===== config.mk =====
export PLATFORM = sky130hd
export DESIGN_NAME = spi_cmd_ctrl
export DESIGN_NICKNAME = d
export VERILOG_FILES = /design/src/rtl/spi_cmd_ctrl.sv
export SDC_FILE = /design/constraint.sdc
export NUM_CORES = 1
export LEC_CHECK = 0
export ABC_CLOCK_PERIOD_IN_PS = 2200
export CAP_MARGIN = 20
export CORE_ASPECT_RATIO = 1.5
export CORE_MARGIN = 3
export CORE_UTILIZATION = 52
export CTS_BUF_LIST = sky130_fd_sc_hd__clkbuf_4 sky130_fd_sc_hd__clkbuf_8
export DETAILED_ROUTE_END_ITERATION = 6
export PLACE_DENSITY_LB_ADDON = 0.12
export SYNTH_ARGS = -nofsm -noshare
export SYNTH_HDL_FRONTEND = slang
export SYNTH_SLANG_ARGS = --single-unit

===== constraint.sdc =====
create_clock -name clk -period 2.2 [get_ports clk]
set_clock_uncertainty 0.15 [all_clocks]
set_input_delay 0.55 -clock clk [delete_from_list [all_inputs] [get_ports clk]]
set_output_delay 0.55 -clock clk [all_outputs]
set_load 0.05 [all_outputs]

===== src/rtl/spi_cmd_ctrl.sv =====
// rtl/spi_cmd_ctrl.sv - SPI frame decoder driving register bursts; SPI_CMD_TIMEOUT_EN adds a stall timeout
module spi_cmd_ctrl #(
  parameter int DATA_W      = 16,
  parameter int ADDR_W      = 7,
  parameter int LEN_W       = 8,
  parameter int TIMEOUT_CYC = 65535
) (
  input  logic              clk,
  input  logic              rst_n,
  input  logic              spi_cs,
  input  logic [DATA_W-1:0] rx_data,
  input  logic              rx_done,
  input  logic              tx_done,
  output logic [DATA_W-1:0] tx_data,
  output logic              tx_en,
  output logic [ADDR_W-1:0] reg_addr,
  output logic [DATA_W-1:0] reg_wdata,
  output logic              reg_wr,
  output logic              reg_rd,
  input  logic [DATA_W-1:0] reg_rdata,
  output logic              busy,
  output logic              frame_done,
  output logic              frame_err
);

  localparam logic [2:0] S_IDLE   = 3'd0;
  localparam logic [2:0] S_CMD    = 3'd1;
  localparam logic [2:0] S_WR     = 3'd2;
  localparam logic [2:0] S_RD_REQ = 3'd3;
  localparam logic [2:0] S_RD_LAT = 3'd4;
  localparam logic [2:0] S_RD_TX  = 3'd5;
  localparam logic [2:0] S_DONE   = 3'd6;

  // The command word must exactly hold the R/W bit, address and length fields.
  generate
    if (DATA_W != 1 + ADDR_W + LEN_W || TIMEOUT_CYC < 1 || TIMEOUT_CYC > 65535) begin : g_bad_cfg
      $error("spi_cmd_ctrl: inconsistent parameters");
    end
  endgenerate

  logic [2:0]        state;
  logic              cs_s1, cs_s2, cs_d;
  logic              rx_q, tx_q;
  logic [ADDR_W-1:0] addr;
  logic [LEN_W-1:0]  cnt;
  logic              cs_fall, cs_hi, tmo;

  assign cs_fall = cs_d & ~cs_s2;
  assign cs_hi   = cs_s2;
  assign busy    = (state != S_IDLE);

  // CS synchroniser; flops clear to 0 so a CS held low through reset never looks like a new falling edge.
  always_ff @(posedge clk or negedge rst_n) begin
    if (!rst_n) begin
      cs_s1 <= 1'b0;
      cs_s2 <= 1'b0;
      cs_d  <= 1'b0;
    end else begin
      cs_s1 <= spi_cs;
      cs_s2 <= cs_s1;
      cs_d  <= cs_s2;
    end
  end

  // Delay the done pulses one cycle so rx_data is sampled when the slave says it is valid.
  always_ff @(posedge clk or negedge rst_n) begin
    if (!rst_n) begin
      rx_q <= 1'b0;
      tx_q <= 1'b0;
    end else begin
      rx_q <= rx_done;
      tx_q <= tx_done;
    end
  end

`ifdef SPI_CMD_TIMEOUT_EN
  localparam logic [15:0] TIMEOUT_LIM = 16'(TIMEOUT_CYC);
  logic [15:0] idle_cnt;
  logic        idle_run;

  assign idle_run = ((state == S_CMD) || (state == S_WR) || (state == S_RD_TX)) && !cs_hi;
  assign tmo      = idle_run && (idle_cnt == TIMEOUT_LIM) && !rx_done && !tx_done;

  // Idle counter: restarts on any SPI word activity, saturates at the limit.
  always_ff @(posedge clk or negedge rst_n) begin
    if (!rst_n)
      idle_cnt <= 16'd0;
    else if (!idle_run || rx_done || tx_done)
      idle_cnt <= 16'd0;
    else if (idle_cnt != TIMEOUT_LIM)
      idle_cnt <= idle_cnt + 16'd1;
  end
`else
  assign tmo = 1'b0;
`endif

  // Frame state machine; strobes are single-cycle and default low every cycle.
  always_ff @(posedge clk or negedge rst_n) begin
    if (!rst_n) begin
      state      <= S_IDLE;
      addr       <= '0;
      cnt        <= '0;
      tx_data    <= '0;
      tx_en      <= 1'b0;
      reg_addr   <= '0;
      reg_wdata  <= '0;
      reg_wr     <= 1'b0;
      reg_rd     <= 1'b0;
      frame_done <= 1'b0;
      frame_err  <= 1'b0;
    end else begin
      tx_en      <= 1'b0;
      reg_wr     <= 1'b0;
      reg_rd     <= 1'b0;
      frame_done <= 1'b0;
      frame_err  <= 1'b0;
      case (state)
        S_IDLE: begin
          if (cs_fall) state <= S_CMD;
        end
        S_CMD: begin
          if (rx_q) begin
            addr <= rx_data[DATA_W-2 -: ADDR_W];
            cnt  <= rx_data[LEN_W-1:0];
            if (rx_data[DATA_W-1]) begin
              reg_rd   <= 1'b1;
              reg_addr <= rx_data[DATA_W-2 -: ADDR_W];
              state    <= S_RD_REQ;
            end else begin
              state <= S_WR;
            end
          end else if (cs_hi && !rx_done) begin
            frame_err <= 1'b1;
            state     <= S_IDLE;
          end else if (tmo) begin
            frame_err <= 1'b1;
            state     <= S_DONE;
          end
        end
        S_WR: begin
          // A received word is committed before any abort is considered.
          if (rx_q) begin
            reg_wr    <= 1'b1;
            reg_addr  <= addr;
            reg_wdata <= rx_data;
            addr      <= addr + 1'b1;
            if (cnt == '0) begin
              frame_done <= 1'b1;
              state      <= S_DONE;
            end else begin
              cnt <= cnt - 1'b1;
            end
          end else if (cs_hi && !rx_done) begin
            frame_err <= 1'b1;
            state     <= S_IDLE;
          end else if (tmo) begin
            frame_err <= 1'b1;
            state     <= S_DONE;
          end
        end
        S_RD_REQ: begin
          if (cs_hi) begin
            frame_err <= 1'b1;
            state     <= S_IDLE;
          end else begin
            state <= S_RD_LAT;
          end
        end
        S_RD_LAT: begin
          if (cs_hi) begin
            frame_err <= 1'b1;
            state     <= S_IDLE;
          end else begin
            tx_data <= reg_rdata;
            tx_en   <= 1'b1;
            state   <= S_RD_TX;
          end
        end
        S_RD_TX: begin
          if (tx_q) begin
            addr <= addr + 1'b1;
            if (cnt == '0) begin
              frame_done <= 1'b1;
              state      <= S_DONE;
            end else begin
              cnt      <= cnt - 1'b1;
              reg_rd   <= 1'b1;
              reg_addr <= addr + 1'b1;
              state    <= S_RD_REQ;
            end
          end else if (cs_hi && !tx_done) begin
            frame_err <= 1'b1;
            state     <= S_IDLE;
          end else if (tmo) begin
            frame_err <= 1'b1;
            state     <= S_DONE;
          end
        end
        S_DONE: begin
          if (cs_hi) state <= S_IDLE;
        end
        default: state <= S_IDLE;
      endcase
    end
  end

endmodule


==> reports/results.ini <==
[status]
outcome = complete, no violations

[worst_setup_path]
cp-end-kind = primary output
cp.arrival_ps = 1490
critical_path.startpoint_type = flip-flop
path_max_fanout = 21
required_ps = 1500
crit_type = flip-flop to primary output

[synth]
yosys_warnings = 0
ys_seq_area_share_pct = 47.7
synth_flop_cell = dfrtp_1
ys_ff_latch = 67
avgSynthCellArea_um2 = 10.9
netlist_area_um2 = 3510
syn_nets = 362
synth_edf_count = 0
netlist_instances = 323
synth_top_area_share_pct = 47.7
yosysTopAreaCell = dfrtp_1
synth_area_leaders = dfrtp_1, mux2_2, nand2_1, a21oi_1, o21ai_0
netlist-cell-type-count = 60
async_flop_share_pct = 100

[final_layout]
drive_above_1_share_pct = 30.8
most-common-layout-cells = dfrtp_1, buf_4, clkdlybuf4s50_1, mux2_2, nand2_1
antennaDiodeCount = 0
nets = 463
syn_to_final_growth_pct = 33.0
layout_commonest_cell = dfrtp_1
instances_no_fill = 505

[power_and_ir_drop]
total_power_mw = 7.57
leakage_nw = 2.04
irDropWorstVdd_v = 0.000959
cellPowerDensity_nw_per_um2 = 1620
pwr-share-comb_pct = 58.6
power_switching_mw = 3.57
swShare_pct = 47.2
p_clk_share_pct = 12.6
p_int_mw = 4.00
seq_power_share_pct = 28.7

[route]
drtIter0Drc = 203
vias = 2942
drtAntennaViolNets = 0
viasPerCell = 5.83
post_drt_wl_per_cell_um = 16.5
wl_um = 8350
drc = 0
first_pass_iters = 4

[cts]
cts_buffers = 9
htree_num_levels = 3
cts_root_buf = clkbuf_8
clkTransAtPathRegs_ps = 70
insertion_delay_ps = 350
cts_tree = yes
clock_sinks = 67
clock_path_buffers = 2

[global_route]
grt_overflow = 0
grt_pass1_wl_um = 13800
grt_pass1_vias = 3035
grt_use_total_pct = 23.0
grt_max_degree = 68
antenna_found_initial = 0

[place]
io_buffers = 81
dp_hpwl_um = 6000
gp_congestion = 0.824
place_inst = 484

[worst_hold_path]
worstHoldPathType = input pin to asynchronous set/reset pin

[sta]
tns_ps = 0
final.period_utilization_pct = 99.4
maxSlewHeadroom_pct = 67.1
maxSlewViolCount = 0
rsz0062_at_grt = true
finalHoldViolations = 0
setup_viol = 0
fmax_ghz = 0.457
fin_crit_ps = 2190
worst_pin_slew_ps = 492

[floorplan]
core_area_um2 = 6530
rows = 36
die_w_um = 73.1
die_h_um = 107
fp.dieArea_um2 = 7800
start_util_pct = 53.8
io_pins = 82

[job]
drv_cap = 0

==> per-stage QoR <==
| step | hold slack, ps | worst slack, ps | util, % | area [µm²] |
|---|---|---|---|---|
| after CTS | 68.8 | -4.04 | 71.1 | 4650 |
| after detailed placement | 197 | -185 | 68.2 | 4450 |
| after global placement | 184 | -144 | 68.2 | 4450 |
| after floorplan | 104 | 43.2 | - | 3510 |
| final | 66.1 | 13.9 | 71.5 | 4670 |
| after global routing | 75.9 | -23.0 | 71.5 | 4670 |
==> registers in the layout, summed over array words and instances (netlist names), 3 cells and up <==
name	cells
cnt	8
tx_data	16
addr	7
reg_addr	7
state	3
reg_wdata	16
==> synthesized netlist by cell type (2+ instances only) <==
| library cell | number |
|---|---|
| a2111oi_4 | 2 |
| a211oi_1 | 3 |
| a21oi_1 | 22 |
| a22o_1 | 2 |
| a22oi_1 | 7 |
| a2bb2oi_1 | 4 |
| a31oi_1 | 3 |
| buf_2 | 12 |
| buf_4 | 3 |
| buf_6 | 3 |
| clkbuf_1 | 3 |
| dfrtp_1 | 67 |
| ha_1 | 2 |
| inv_1 | 13 |
| mux2_2 | 34 |
| mux2i_1 | 5 |
| nand2_1 | 31 |
| nand2b_1 | 3 |
| nand3_1 | 9 |
| nand3b_1 | 3 |
| nand4bb_1 | 2 |
| nor2_1 | 6 |
| nor2b_1 | 4 |
| nor3_1 | 2 |
| nor3b_1 | 3 |
| o211ai_1 | 9 |
| o21a_1 | 3 |
| o21ai_0 | 18 |
| o221a_2 | 2 |
| o22ai_1 | 6 |
| o2bb2ai_1 | 6 |
| or3_1 | 2 |
| xor2_1 | 2 |
==> worst max-delay path, cell delays in order (launching register included) <==
cell and delay [ps]:
dfrtp_2 430, buf_12 160, or3_4 390, buf_6 160
==> layout make-up <==
cell class | count | area, µm²
clock buffer | 14 | 174
tap | 76 | 95.1
multi-input combinational | 220 | 1660
inverter | 14 | 52.6
fill | 471 | 1860
clock inverter | 2 | 10.0
timing repair buffer | 112 | 1000
sequential | 67 | 1680
==> metal layers <==
layer	up-vias	routed length, µm	global-route usage [%]
li1	1396	-	-
met1	1446	3190	24.8
met2	84	4510	40.0
met3	16	447	6.00
met4	0	201	12.1
met5	-	0	0
==> what timing repair did <==
action,in CTS,in global routing
resized for setup,20,1
buffers inserted,2,3
setup endpoints to repair,16,3
hold buffers,0,0
==> path summary, 6_finish.rpt <==
kind                                      startpoint                       end  slack (ps)  cells past startpoint
worst min register to register       cs_s1$_DFF_PN0_           cs_hi$_DFF_PN0_         210                      0
worst max register to register    cnt[0]$_DFFE_PN0P_        cnt[6]$_DFFE_PN0P_         130                      6
worst max-delay path            state[1]$_DFFE_PN0P_                      busy          10                      3
worst min-delay path                           rst_n  reg_wdata[9]$_DFFE_PN0P_          70                      2
max in group asynchronous                      rst_n      state[1]$_DFFE_PN0P_        1540                      2
min in group clk                     cs_s1$_DFF_PN0_           cs_hi$_DFF_PN0_         210                      0
==> kinds of logic (layout without fill, tap and decap cells) <==
| kind of cell | after synthesis | after routing | share of synthesized area (%) |
|---|---|---|---|
| multiplexers | 39 | 39 | 12.3 |
| AND/OR/NAND/NOR | 79 | 79 | 13.0 |
| buffers and inverters | 36 | 142 | 5.24 |
| adder cells (fa/ha/maj) | 2 | 2 | 0.712 |
| AO/OA/AOI/OAI | 97 | 97 | 20.3 |
| flip-flops | 67 | 67 | 47.7 |
| XOR/XNOR | 3 | 3 | 0.748 |
==> power by group through the flow <==
stage | Clock, mW | Combinational (mW) | Sequential [mW]
6_report | 0.955 | 4.44 | 2.17
2_1_floorplan | 0 | 1.81 | 3.45
3_5_place_dp | 0 | 4.46 | 2.22
5_1_grt | 1.03 | 4.74 | 2.25
4_1_cts | 0.979 | 4.43 | 2.18
3_3_place_gp | 0 | 4.38 | 2.19
No activity file was read; power rests on OpenSTA's default activity.
